===== src/rtl/alu_pkg.sv =====
// Shared ALU opcodes, datapath width and the multiplier state encoding.
package alu_pkg;
    localparam int WIDTH = 32;

    localparam logic [2:0] ALU_ADD = 3'b010;
    localparam logic [2:0] ALU_SUB = 3'b110;
    localparam logic [2:0] ALU_SLT = 3'b111;

    typedef logic [1:0] state_t;
    localparam state_t S_IDLE = 2'd0;
    localparam state_t S_BUSY = 2'd1;
    localparam state_t S_DONE = 2'd2;
endpackage


===== src/rtl/mult_seq_if.sv =====
// Start/result handshake of the sequential multiplier.
interface mult_seq_if #(parameter int WIDTH = 32);
    logic             StartValid;
    logic             StartReady;
    logic [WIDTH-1:0] OpA;
    logic [WIDTH-1:0] OpB;
    logic             ResultValid;
    logic             ResultAck;
    logic [WIDTH-1:0] Hi;
    logic [WIDTH-1:0] Lo;

    modport master (output StartValid, OpA, OpB, ResultAck,
                    input  StartReady, ResultValid, Hi, Lo);
    modport slave  (input  StartValid, OpA, OpB, ResultAck,
                    output StartReady, ResultValid, Hi, Lo);
endinterface


===== src/rtl/mult_seq.sv =====
// Shift-add 32x32->64 multiplier borrowing a shared ALU for its adds.
// Define MULT_SIGNED_EN to add the Signed input (signed operands via magnitudes).
module mult_seq
    import alu_pkg::*;
#(
    parameter int WIDTH = 32
) (
    input  logic             clk,
    input  logic             rst,
`ifdef MULT_SIGNED_EN
    input  logic             Signed,
`endif
    mult_seq_if.slave        bus,
    output logic             AluReq,
    input  logic             AluGnt,
    output logic [2:0]       AluCtl,
    output logic [WIDTH-1:0] AluDataA,
    output logic [WIDTH-1:0] AluDataB,
    output logic [4:0]       AluShamt,
    input  logic [WIDTH-1:0] AluDataOut
);
    state_t           state;
    logic [4:0]       cnt;
    logic [WIDTH-1:0] hi_q, lo_q, mcand;
    logic             accept, op_zero, last;
    logic [WIDTH-1:0] a_mag, b_mag, s;
    logic             c;
    logic [2*WIDTH-1:0] step, fin;
`ifdef MULT_SIGNED_EN
    logic             neg_q;
`endif

    assign accept  = bus.StartValid && (state == S_IDLE);
    assign op_zero = (bus.OpA == '0) || (bus.OpB == '0);
    assign last    = (cnt == 5'd31);

    assign bus.StartReady  = (state == S_IDLE);
    assign bus.ResultValid = (state == S_DONE);
    assign bus.Hi          = hi_q;
    assign bus.Lo          = lo_q;

    assign AluReq   = (state == S_BUSY);
    assign AluCtl   = AluReq ? ALU_ADD : 3'b000;
    assign AluDataA = AluReq ? hi_q : '0;
    assign AluDataB = AluReq ? mcand : '0;
    assign AluShamt = 5'd0;

    always_comb begin
        a_mag = bus.OpA;
        b_mag = bus.OpB;
`ifdef MULT_SIGNED_EN
        if (Signed && bus.OpA[WIDTH-1]) a_mag = -bus.OpA;
        if (Signed && bus.OpB[WIDTH-1]) b_mag = -bus.OpB;
`endif
        // The ALU sum wraps iff it comes out below the addend already in Hi.
        s    = lo_q[0] ? AluDataOut : hi_q;
        c    = lo_q[0] && (AluDataOut < hi_q);
        step = {c, s, lo_q[WIDTH-1:1]};
        fin  = step;
`ifdef MULT_SIGNED_EN
        if (neg_q) fin = -step;
`endif
    end

    always_ff @(posedge clk) begin
        if (rst) begin
            state <= S_IDLE;
            cnt   <= '0;
            hi_q  <= '0;
            lo_q  <= '0;
            mcand <= '0;
`ifdef MULT_SIGNED_EN
            neg_q <= 1'b0;
`endif
        end else begin
            case (state)
                S_IDLE: if (accept) begin
                    cnt   <= '0;
                    hi_q  <= '0;
                    mcand <= op_zero ? '0 : a_mag;
                    lo_q  <= op_zero ? '0 : b_mag;
                    state <= op_zero ? S_DONE : S_BUSY;
`ifdef MULT_SIGNED_EN
                    neg_q <= Signed && (bus.OpA[WIDTH-1] ^ bus.OpB[WIDTH-1]);
`endif
                end
                S_BUSY: if (AluGnt) begin
                    {hi_q, lo_q} <= last ? fin : step;
                    cnt          <= cnt + 5'd1;
                    if (last) state <= S_DONE;
                end
                S_DONE: if (bus.ResultAck) state <= S_IDLE;
                default: state <= S_IDLE;
            endcase
        end
    end
endmodule

===== src/flat_wrapper.sv =====
// flat-port wrapper written by rule: the top's interface ports become plain ports
module mult_seq_flat import alu_pkg::*;
#(
    parameter int WIDTH = 32
)
  (clk, rst, AluReq, AluGnt, AluCtl, AluDataA, AluDataB, AluShamt, AluDataOut, bus_StartValid, bus_OpA, bus_OpB, bus_ResultAck, bus_StartReady, bus_ResultValid, bus_Hi, bus_Lo);
  mult_seq_if #(.WIDTH(WIDTH)) bus_i ();
  input  logic clk;
  input  logic rst;
  output logic AluReq;
  input  logic AluGnt;
  output logic [2:0] AluCtl;
  output logic [WIDTH-1:0] AluDataA;
  output logic [WIDTH-1:0] AluDataB;
  output logic [4:0] AluShamt;
  input  logic [WIDTH-1:0] AluDataOut;
  input wire logic [$bits(bus_i.StartValid)-1:0] bus_StartValid;
  input wire logic [$bits(bus_i.OpA)-1:0] bus_OpA;
  input wire logic [$bits(bus_i.OpB)-1:0] bus_OpB;
  input wire logic [$bits(bus_i.ResultAck)-1:0] bus_ResultAck;
  output wire logic [$bits(bus_i.StartReady)-1:0] bus_StartReady;
  output wire logic [$bits(bus_i.ResultValid)-1:0] bus_ResultValid;
  output wire logic [$bits(bus_i.Hi)-1:0] bus_Hi;
  output wire logic [$bits(bus_i.Lo)-1:0] bus_Lo;
  assign bus_i.StartValid = bus_StartValid;
  assign bus_i.OpA = bus_OpA;
  assign bus_i.OpB = bus_OpB;
  assign bus_i.ResultAck = bus_ResultAck;
  assign bus_StartReady = bus_i.StartReady;
  assign bus_ResultValid = bus_i.ResultValid;
  assign bus_Hi = bus_i.Hi;
  assign bus_Lo = bus_i.Lo;
  mult_seq #(.WIDTH(WIDTH)) u_core (.clk(clk), .rst(rst), .bus(bus_i), .AluReq(AluReq), .AluGnt(AluGnt), .AluCtl(AluCtl), .AluDataA(AluDataA), .AluDataB(AluDataB), .AluShamt(AluShamt), .AluDataOut(AluDataOut));
endmodule

===== config.mk =====
export PLATFORM = sky130hd
export DESIGN_NAME = mult_seq_flat
export DESIGN_NICKNAME = d
export VERILOG_FILES = /design/src/rtl/alu_pkg.sv /design/src/rtl/mult_seq_if.sv /design/src/rtl/mult_seq.sv /design/src/flat_wrapper.sv
export SDC_FILE = /design/constraint.sdc
export NUM_CORES = 1
export LEC_CHECK = 0
export CELL_PAD_IN_SITES_DETAIL_PLACEMENT = 1
export CELL_PAD_IN_SITES_GLOBAL_PLACEMENT = 1
export CORE_MARGIN = 4
export CORE_UTILIZATION = 30
export DETAILED_ROUTE_END_ITERATION = 12
export HOLD_SLACK_MARGIN = 0.1
export PLACE_DENSITY_LB_ADDON = 0.1
export SLEW_MARGIN = 30
export SYNTH_ARGS = -nofsm -noshare
export SYNTH_HDL_FRONTEND = slang
export SYNTH_SLANG_ARGS = --single-unit

===== constraint.sdc =====
create_clock -name clk -period 1.7 [get_ports clk]
set_input_delay 0.255 -clock clk [delete_from_list [all_inputs] [get_ports clk]]
set_output_delay 0.255 -clock clk [all_outputs]
set_load 0.02 [all_outputs]

-- Word-level counts from Yosys, hierarchy flattened
Index checks and enable logic that the tools add are counted.
- bits of input ports: 101
- bits in latches: 0
- RAM bits: 0
- memories kept: 0
- register bits after elaboration: 103
- logic and storage cells: 45
- bits in read-only memories: 0
- equality and inequality tests: 7
- divide/modulo/power cells: 0
- multiplexer cells: 21
- magnitude comparators: 1
- bitwise logic cells: 0
- shift operators: 0
- multiply operators: 0
- reductions and logical operators: 10
- $add $sub $neg: 1
- operator list (cell ; count):
    $mux W32 ; 9
    $pmux W32 S2 ; 2
    $logic_not A32 Y1 ; 2
    $lt A32 B32 Y1 ; 1
    $mux W2 ; 6
    $mux W5 ; 2
    $pmux W5 S2 ; 1
    $ne A2 B2 Y1 const B ; 3
    $pmux W2 S3 ; 1
    $add A5 B1 Y5 const B ; 1
    $eq A5 B5 Y1 const B ; 1
    $reduce_and A4 Y1 ; 1
    $reduce_and A3 Y1 ; 1
    $eq A2 B1 Y1 const B ; 1
    $eq A2 B2 Y1 const B ; 1
    $logic_and A1 B1 Y1 ; 2
    $logic_not A2 Y1 ; 1
    $ne A2 B1 Y1 const B ; 1
    $reduce_and A2 Y1 ; 1
    $reduce_bool A2 Y1 ; 1
    $logic_or A1 B1 Y1 ; 1

-- Longest topological paths before layout
- depth after elaboration: 5
- mapped depth: 8
- gate-level depth less buffers: 7

-- Worst setup path after synthesis
No wires, ideal clock.
- path kind: flip-flop to flip-flop
- start point: reg u_core.hi_q[22] (netlist: u_core.bus.Hi[22])
- end point: reg u_core.hi_q[31] (netlist: u_core.bus.Hi[31])
- stages on the path, launching flop included: 8
- data required time: 1578 ps
- arrival: 1566 ps
- slack: 12 ps
- path buffers: 0
- library setup time: 122 ps
- cells stage by stage: dfxtp_1 inv_1 ha_1 nand4_1 or2_2 nand3b_1 o22ai_1 o21ai_1
- cells in the longest elaborated chain, start to end: 4
- RTL lines (what ; RTL line ; text):
    start, declared ; mult_seq.sv:24 ; logic [WIDTH-1:0] hi_q, lo_q, mcand;
    start signal, assigned ; mult_seq.sv:88 ; {hi_q, lo_q} <= last ? fin : step;
    $lt A32 B32 Y1 ; mult_seq.sv:57 ; c = lo_q[0] && (AluDataOut < hi_q);
    $logic_and A1 B1 Y1 ; mult_seq.sv:57 ;
    $mux W32 ; mult_seq.sv:87 ; S_BUSY: if (AluGnt) begin
    $pmux W32 S2 ; mult_seq.sv:76 ; case (state)
No other way between the ends. The select of a mux whose other input is x is not followed.
A chain may end at the register's enable or synchronous reset.

-- Worst setup path in the final report
- start point: reg u_core.state[1]
- end point: reg u_core.lo_q[22] (netlist: u_core.bus.Lo[22])
- cells in the longest elaborated chain, start to end: 4
- elaborated cells between the ends (all ways): 8
- classes of those cells: 3 x eq/ne; 1 x mux; 4 x reduce/logical
- RTL lines (what ; RTL line ; text):
    start, declared ; mult_seq.sv:22 ; state_t state;
    start signal, assigned ; mult_seq.sv:82 ; state <= op_zero ? S_DONE : S_BUSY;
    $logic_not A2 Y1 ; mult_seq.sv:33, mult_seq.sv:76 ;
    $logic_and A1 B1 Y1 ; mult_seq.sv:33 ; assign accept = bus.StartValid && (state == S_IDLE);
    $ne A2 B1 Y1 (no source line) ; n/a ;
    $reduce_and A3 Y1 (no source line) ; n/a ;
    end signal, assigned ; mult_seq.sv:81 ; lo_q <= op_zero ? '0 : b_mag;
    end signal, assigned ; mult_seq.sv:88 ;
    end, declared ; mult_seq.sv:24 ;
Several ways; a longest one is shown, not always the timed one.

==> flow_summary.toml <==
[pwr]
pwr-share-comb_pct = 28.9
total_power_mw = 6.82
vdd_drop_max_uv = 502
pwr-share-clk_pct = 32.0
intPower_mw = 4.67
p_sw_share_pct = 31.4
switchingPower_mw = 2.14
p_leak_nw = 4.57
pwr-share-seq_pct = 39.1
power.density_nw_per_um2 = 669

[synthesis]
ys_top_cells_by_count = "106 x nor2_1, 103 x dfxtp_1, 45 x a21oi_1"
post-synth-top-count-cell = "nor2_1"
synth_area_sq_um = 5490
yosysTopAreaCellShare_pct = 37.5
synth-seq-cells = 103
ys_types = 46
syn_inst = 650
synth.avg_cell_area_sq_um = 8.45
synth-edff-count = 0
synth_top_flop_cell = "dfxtp_1"
yosysTopAreaCell = "dfxtp_1"
ys_warn_count = 0
ys_seq_area_share_pct = 37.5
ys_async_sr_fraction_pct = 0
synth_area_leaders = "dfxtp_1 38%, ha_1 7.5%, nor2_1 7.2%"

[final_layout]
diodes = 0
fill_cells = 1996
drive_above_1_share_pct = 37.2
layout.nets = 1113
layout.cells.non_filler = 1213
area_growth_pct = 85.6
utilization_pct = 56.8

[critical_path]
crit_start = "u_core.state[1]"
cp-endpoint = "u_core.bus.Lo[22]"
crit_type = "reg2reg"
worst_setup_path_start_kind = "flop"
worstPathArrival_ns = 2.07
r2r-end = "u_core.bus.Lo[22]"
r2r_start = "u_core.state[1]"
critical_path_required_ns = 1.92
r2r_cells = 7
rrSetupSlack_ns = -0.15
path_max_fanout = 18
cp-end-kind = "flop"

[floorplan]
core_area_sq_um = 18000
io-pin-count = 240
die_x_microns = 143
die_height_microns = 143
placementRows = 49
dieArea_sq_um = 20500
initial_utilization_pct = 30.6

[placement]
port_buffers = 232
pre_cts_ws_ns = -1.22
dp_cells = 1162
dp_hpwl_microns = 16000
gp_congestion = 0.834

[clocking]
root_buffer = "clkbuf_16"
clock_path_buffers = 2
clkTransAtPathRegs_ns = 0.08
worstSkewPairLatency_ns = 0.36
cts_sinks = 103
cts_buffers = 9
h-tree-depth = 3
cts_tree = "done"

[detailed_routing]
first_iter_violations = 210
antenna_left = 0
viasPerCell = 5.25
drt_pre_antenna_iters = 4
routedWlPerCell_microns = 21.2
vias = 6366
finalWirelength_microns = 25700
drcViolationCount = 0

[sta]
setup_viol = 41
hold_viol_final = 0
period_needed_ns = 1.85
fin_crit_sh_pct = 109
slew_violations = 0
rsz0062_at_grt = "yes"
clock_skew_ns = 0.0105
fmax_mhz = 541
fin_ws_ns = -0.149

[outcome]
outcome = "finished, violations left"
violations = "negative setup slack"

[grt]
grt_max_degree = 53
grt_pass1_vias = 6772
top_usage_layer = "met2"
grt_use_met3_pct = 4.69
met2_usage_pct = 39.8
grt_pass1_wl_microns = 35900
grt-ovfl-total = 0
grtUsageTotal_pct = 21.7
grtUsageMet1_pct = 25.6
grt_antenna_before_repair = 0

[run]
drv_cap = 0

[worst_hold_path]
hold_class = "in2reg"
-- cell usage in the layout, fill, tap and decap left out, types with 21 or more instances in the layout --
cell             Yosys  layout
nor3_1              43      28
a22o_1              32      32
buf_2               16      21
buf_4                9     110
a21oi_1             45      27
ha_1                33      31
dlymetal6s2s_1       0      34
dlygate4sd2_1        0      21
inv_1               33      33
and2_4               0      28
dfxtp_1            103      98
clkdlybuf4s50_1      0      79
nor2_1             106     100
a221oi_2             5      29
o21ai_0             26      25
mux2i_1             34      34
buf_6                3      45
-- routing by layer --
layer | up-vias | wire (microns)
li1 | 3003 | -
met1 | 3135 | 10300
met2 | 191 | 13500
met3 | 37 | 1410
met4 | 0 | 570
met5 | - | 0
-- cells by family after synthesis --
group	share of synthesized area, %
AND/OR/NAND/NOR	20.6
AO/OA/AOI/OAI	20.1
flip-flops	37.5
buffers and inverters	7.61
multiplexers	6.20
adder cells (fa/ha/maj)	7.52
XOR/XNOR	0.319
other	0.0683
-- through the flow --
step | setup TNS (ns) | instance area (sq um) | hold slack, ns
global route | -6.21 | 10200 | 0.148
detailed placement | -84.72 | 8710 | 0.459
CTS | -0.0513 | 9330 | 0.218
global placement | -79.23 | 8700 | 0.452
floorplan | 0 | 5510 | 0.381
finish | -0.705 | 10200 | 0.145
-- power by group through the flow --
stage / Combinational [mW] / Clock, mW / Sequential [mW]
floorplan: 0.650 / 0 / 2.77
global placement: 1.54 / 0 / 2.69
detailed placement: 1.58 / 0 / 2.70
CTS: 1.68 / 2.22 / 2.66
global route: 2.10 / 2.32 / 2.68
finish: 1.97 / 2.18 / 2.67
-- worst min path at each step --
| stage | from | endpoint | cells past startpoint |
|---|---|---|---|
| 6_report | bus_OpA[12] | u_core.mcand[12] | 2 |
| 3_3_place_gp | u_core.mcand[30] | u_core.mcand[30] | 1 |
| 2_1_floorplan | bus_OpA[0] | u_core.mcand[0] | 1 |
| 5_1_grt | bus_OpA[12] | u_core.mcand[12] | 2 |
| 3_5_place_dp | u_core.mcand[5] | u_core.mcand[5] | 1 |
| 4_1_cts | bus_OpB[19] | u_core.bus.Lo[19] | 3 |
-- critical path, stage by stage (launching register included) --
cell and delay [ns]:
dfxtp_2 0.34, buf_6 0.12, or3b_1 0.43, buf_4 0.17, nand2_4 0.11, buf_12 0.15, nor2_1 0.06, nor3_1 0.33
-- flip-flops by register name, summed over array words and instances, names as in the netlist --
signal         cells
u_core.bus.Hi     32
u_core.cnt         5
u_core.state       2
u_core.mcand      32
u_core.bus.Lo     32
-- timing repair --
action,4_1_cts,5_1_grt
hold buffers,0,0
pin swaps,44,67
endpoints found under the setup margin,172,161
setup buffers,15,7
resized for setup,403,258
gates cloned,5,12
-- layout make-up --
type / instances / area (sq um) / area share, %
clock buffers: 10 / 229 / 2.25
clock inverters: 6 / 67.6 / 0.663
inverters: 34 / 135 / 1.33
multi-input cells: 465 / 3740 / 36.7
flip-flops and latches: 103 / 2070 / 20.3
well taps: 229 / 287 / 2.81
repair buffers: 366 / 3670 / 36.0
Note: power is estimated with default switching activity, not from simulation.
